File: src/rtl/alu_exec_unit.sv
// Execute-stage ALU with registered result over a valid/ready handshake.
// Logic/arith ops finish in one cycle; SLL/SRL shift one bit per cycle.
module alu_exec_unit #(
  parameter int unsigned XLEN    = 32,
  parameter int unsigned SHAMT_W = 5
) (
  input  logic            clk,
  input  logic            rst,
  input  logic            in_valid,
  output logic            in_ready,
  input  logic [3:0]      alu_control,
  input  logic [XLEN-1:0] operand_a,
  input  logic [XLEN-1:0] operand_b,
  output logic            out_valid,
  input  logic            out_ready,
  output logic [XLEN-1:0] result,
  output logic            zero,
  output logic            illegal
);

  localparam logic [3:0] OpAnd = 4'b0000;
  localparam logic [3:0] OpOr  = 4'b0001;
  localparam logic [3:0] OpAdd = 4'b0010;
  localparam logic [3:0] OpSub = 4'b0011;
  localparam logic [3:0] OpXor = 4'b0100;
  localparam logic [3:0] OpSll = 4'b0101;
  localparam logic [3:0] OpSrl = 4'b0110;
  localparam logic [3:0] OpSlt = 4'b0111;

  typedef enum logic [1:0] {StIdle, StShift, StDone} state_e;

  state_e               state_q, state_d;
  logic [XLEN-1:0]      result_q, result_d;
  logic                 zero_q, zero_d;
  logic                 illegal_q, illegal_d;
  logic [XLEN-1:0]      shreg_q, shreg_d;
  logic [SHAMT_W-1:0]   cnt_q, cnt_d;
  logic                 shl_q, shl_d;

  logic                 accept;
  logic                 iss_shift;
  logic                 iss_illegal;
  logic [XLEN-1:0]      iss_result;
  logic [SHAMT_W-1:0]   shamt;
  logic [XLEN-1:0]      shifted;

  assign in_ready  = (state_q == StIdle) || ((state_q == StDone) && out_ready);
  assign accept    = in_valid && in_ready;
  assign out_valid = (state_q == StDone);
  assign result    = result_q;
  assign zero      = zero_q;
  assign illegal   = illegal_q;

  assign shamt   = operand_b[SHAMT_W-1:0];
  assign shifted = shl_q ? (shreg_q << 1) : (shreg_q >> 1);

  // Decode the incoming op; a zero-amount shift completes like a 1-cycle op.
  always_comb begin
    iss_shift   = 1'b0;
    iss_illegal = 1'b0;
    iss_result  = '0;
    unique case (alu_control)
      OpAnd: iss_result = operand_a & operand_b;
      OpOr:  iss_result = operand_a | operand_b;
      OpAdd: iss_result = operand_a + operand_b;
      OpSub: iss_result = operand_a - operand_b;
      OpXor: iss_result = operand_a ^ operand_b;
      OpSlt: iss_result = {{(XLEN-1){1'b0}}, ($signed(operand_a) < $signed(operand_b))};
      OpSll, OpSrl: begin
        iss_result = operand_a;
        iss_shift  = (shamt != '0);
      end
      default: iss_illegal = 1'b1;
    endcase
  end

  always_comb begin
    state_d   = state_q;
    result_d  = result_q;
    zero_d    = zero_q;
    illegal_d = illegal_q;
    shreg_d   = shreg_q;
    cnt_d     = cnt_q;
    shl_d     = shl_q;

    unique case (state_q)
      StIdle: ;
      StShift: begin
        shreg_d = shifted;
        cnt_d   = cnt_q - 1'b1;
        if (cnt_q == SHAMT_W'(1)) begin
          result_d  = shifted;
          zero_d    = (shifted == '0);
          illegal_d = 1'b0;
          state_d   = StDone;
        end
      end
      StDone: begin
        if (out_ready && !in_valid) state_d = StIdle;
      end
      default: state_d = StIdle;
    endcase

    if (accept) begin
      if (iss_shift) begin
        shreg_d = operand_a;
        cnt_d   = shamt;
        shl_d   = (alu_control == OpSll);
        state_d = StShift;
      end else begin
        result_d  = iss_result;
        zero_d    = (iss_result == '0);
        illegal_d = iss_illegal;
        state_d   = StDone;
      end
    end
  end

  always_ff @(posedge clk or posedge rst) begin
    if (rst) begin
      state_q   <= StIdle;
      result_q  <= '0;
      zero_q    <= 1'b0;
      illegal_q <= 1'b0;
      shreg_q   <= '0;
      cnt_q     <= '0;
      shl_q     <= 1'b0;
    end else begin
      state_q   <= state_d;
      result_q  <= result_d;
      zero_q    <= zero_d;
      illegal_q <= illegal_d;
      shreg_q   <= shreg_d;
      cnt_q     <= cnt_d;
      shl_q     <= shl_d;
    end
  end

endmodule
File: config.mk
export PLATFORM = sky130hd
export DESIGN_NAME = alu_exec_unit
export DESIGN_NICKNAME = d
export VERILOG_FILES = /design/src/rtl/alu_exec_unit.sv
export SDC_FILE = /design/constraint.sdc
export NUM_CORES = 1
export LEC_CHECK = 0
export CORE_AREA = 2 2 152 154
export CTS_BUF_LIST = sky130_fd_sc_hd__clkbuf_2 sky130_fd_sc_hd__clkbuf_4 sky130_fd_sc_hd__clkbuf_8
export CTS_CLUSTER_DIAMETER = 120
export DETAILED_ROUTE_END_ITERATION = 16
export DIE_AREA = 0 0 154 156
export GPL_TIMING_DRIVEN = 1
export PLACE_DENSITY = 0.65
export SLEW_MARGIN = 20
export SYNTH_ARGS = -nofsm -noshare
export SYNTH_HDL_FRONTEND = slang
export SYNTH_SLANG_ARGS = --single-unit
export TNS_END_PERCENT = 100
File: constraint.sdc
create_clock -name clk -period 6.4 [get_ports clk]
set_clock_uncertainty 0.05 [all_clocks]
set_input_delay 1.92 -clock clk [delete_from_list [all_inputs] [get_ports clk]]
set_output_delay 1.92 -clock clk [all_outputs]
set_load 0.005 [all_outputs]
==> flow_summary.ini <==
[run_status]
outcome = complete, no violations

[global_route]
grt_util_all_layers_pct = 32.8
grt_antenna_before_repair = 0
globalRouteOverflowTotal = 0
grt_max_degree = 69
grt_pass1_wl_um = 61600
grt_pass1_vias = 10700

[drt]
vias = 11200
route.detailed.drc = 0
drt-initial-drc-count = 1223
first_pass_iters = 6
viasPerCell = 6.33
routed_wl_um = 40100
ant_nets = 0
post_drt_wl_per_cell_um = 22.6

[worst_setup_path]
path_class = primary input to flip-flop
critPathArrivalTime_ns = 6.30
r2r-start = shl_q
r2r_end = zero
reg2regPathDepth = 7
crit_path_start_kind = primary input
crit_path_max_fanout = 6
worstSetupStartpoint = operand_b[0]
crit_required_ns = 6.62
end_kind = flip-flop
crit_end = zero
regToRegSetupSlack_ns = 3.41

[clocking]
cts.sinks = 74
cts_setup_buffers = 0
clockBufferDepth = 2
cts_tree = built
path_clk_slew_ns = 0.09
hold_buffers = 0
clk_latency_ns = 0.36
cts_made_buffers = 9
cts_resized = 0
cts_max_level = 3
cts_root_buf = clkbuf_8

[floorplan]
core-area_sq_um = 22400
ios = 108
die_w_um = 154
rows = 55
die_h_um = 156
die-area_sq_um = 24000
initial_utilization_pct = 44.3

[synthesis]
ys_ff_latch = 74
netlist.area_leader.share_pct = 18.7
ys_async_sr_fraction_pct = 100
yosysUniqueCellTypes = 86
synth_cells = 1369
synth_area_leaders = dfrtp_1 (19%), ha_1 (14%), a21oi_1 (7.1%)
synth_top_area_cell = dfrtp_1
synthesis.nets = 1553
yosysWarningCount = 0
synth_edf_count = 0
ys_seq_area_share_pct = 18.7
synthesis.area_sq_um = 9920
syn_area_per_cell_sq_um = 7.24
synthFlopType = dfrtp_1

[pwr]
cellLeakagePower_nw = 4.98
power.density_nw_per_um2 = 210
finalPower_mw = 2.48
peakVddDrop_mv = 0.108

[layout]
fin_nets = 1667
area_growth_pct = 19.3
drive_gt1_share_pct = 9.48
antennaDiodeCount = 0

[sta]
worstMarginPinSlew_ns = 0.898
layout_worst_path_cycle_share_pct = 95.0
worst_slew_margin_rel_pct = 39.7
clock.fmax_mhz = 164
period_minus_slack_ns = 6.08
final-hold-violation-count = 0
rsz0062_at_grt = false
setup_viol = 0
drv_slew = 0
setup_tns_ns = 0

[placement]
io_buffers = 107
dp_hpwl_um = 31500
gp_congestion = 1.03

[hold_path]
min_path_cells = 2
hp-class = flip-flop to flip-flop

[job]
drv_cap = 0
metrics by stage:
stage	cell area [sq um]	std cells	utilization (%)	hold WS [ns]	setup slack, ns
2_1_floorplan	9920	1369	-	0.442	1.40
3_5_place_dp	11600	1757	51.9	0.443	0.0945
3_3_place_gp	11600	1757	51.9	0.438	0.0613
6_report	11800	1773	52.9	0.459	0.318
5_1_grt	11800	1773	52.9	0.514	0.248
4_1_cts	11800	1773	52.9	0.463	0.464
per-layer routing:
metal | share of wire, % | global-route usage (%) | vias to the layer above
met3 | 9.1 | 4.53 | 90
li1 | - | - | 5201
met5 | 0 | 0 | -
met2 | 43 | 50.0 | 584
met1 | 44 | 47.1 | 5350
met4 | 3.6 | 12.0 | 0
cell usage after synthesis (10+ instances only):
cell type	instances
a21oi_1	141
nand2_1	129
o21ai_0	128
nor2_1	124
ha_1	110
inv_1	103
dfrtp_1	74
clkbuf_1	60
mux2i_1	43
nor3_1	43
o211ai_1	36
nand3_1	29
a211oi_1	19
nand4_1	19
nor4_1	18
buf_2	16
o31ai_1	15
nor2b_1	14
nand2b_1	13
a31oi_1	11
o22ai_1	11
o21bai_1	10
or3_1	10
xnor2_1	10
area by class of cell:
type | instances | area [sq um]
repair buffers | 194 | 1720
fillers | 2203 | 10500
clock inverters | 7 | 103
well taps | 285 | 357
clock buffers | 9 | 124
flip-flops and latches | 74 | 1850
multi-input cells | 1098 | 7280
inverters | 106 | 398
cells by family (layout without fill, tap and decap cells):
family	Yosys count	in the layout	synth area share (%)
multiplexers	46	46	4.68
buffers and inverters	197	316	8.19
XOR/XNOR	12	12	1.06
adder cells (fa/ha/maj)	112	112	14.3
AND/OR/NAND/NOR	445	445	21.7
AO/OA/AOI/OAI	483	483	31.5
flip-flops	74	74	18.7
cells in the final DEF (no fill, tap or decap), types with 10 or more instances in the layout:
master and count:
o21ai_0 128, xnor2_1 10, dfrtp_1 74, nor2_1 124, a21oi_1 141, nor4_1 18, nor3_1 43, o31ai_1 15
or3_1 10, o21bai_1 10, nand2b_1 12, a211oi_1 19, nor2b_1 14, o211ai_1 36, mux2i_1 43, inv_1 102
buf_4 87, nand4_1 19, nand3_1 29, a31oi_1 11, o22ai_1 11, ha_1 110, clkdlybuf4s50_1 106, nand2_1 129
how the worst min path moves through the flow:
stage                           from          to  slack (ns)
after floorplan              illegal     illegal        0.44
after global placement       illegal     illegal        0.44
after detailed placement     illegal     illegal        0.44
after CTS                    illegal     illegal        0.46
after global routing      result[17]  result[17]        0.51
final                        illegal     illegal        0.46
critical path, cell delays in order:
cell             delay, ns
clkdlybuf4s50_1       0.63
ha_1                  0.27
inv_1                 0.07
fa_1                  0.39
nand2b_1              0.20
a2111oi_0             0.43
buf_4                 0.19
o21ai_0               0.14
nand3_1               0.18
a31oi_1               0.27
o21ai_0               0.36
mux2i_1               0.21
o21ai_0               0.18
nor4_1                0.42
nand4_1               0.19
o32ai_2               0.24
power by group:
group | internal [mW] | switching, mW
combinational | 0.539 | 0.743
sequential | 0.638 | 0.149
clock | 0.223 | 0.192
total | 1.40 | 1.08
registers in the layout, indices dropped and copies added, names as in the netlist:
signal / flops
cnt_q: 5
result: 32
state_q: 2
shl_q: 1
zero: 1
shreg_q: 32
illegal: 1
Note: power is estimated with default switching activity, not from simulation.
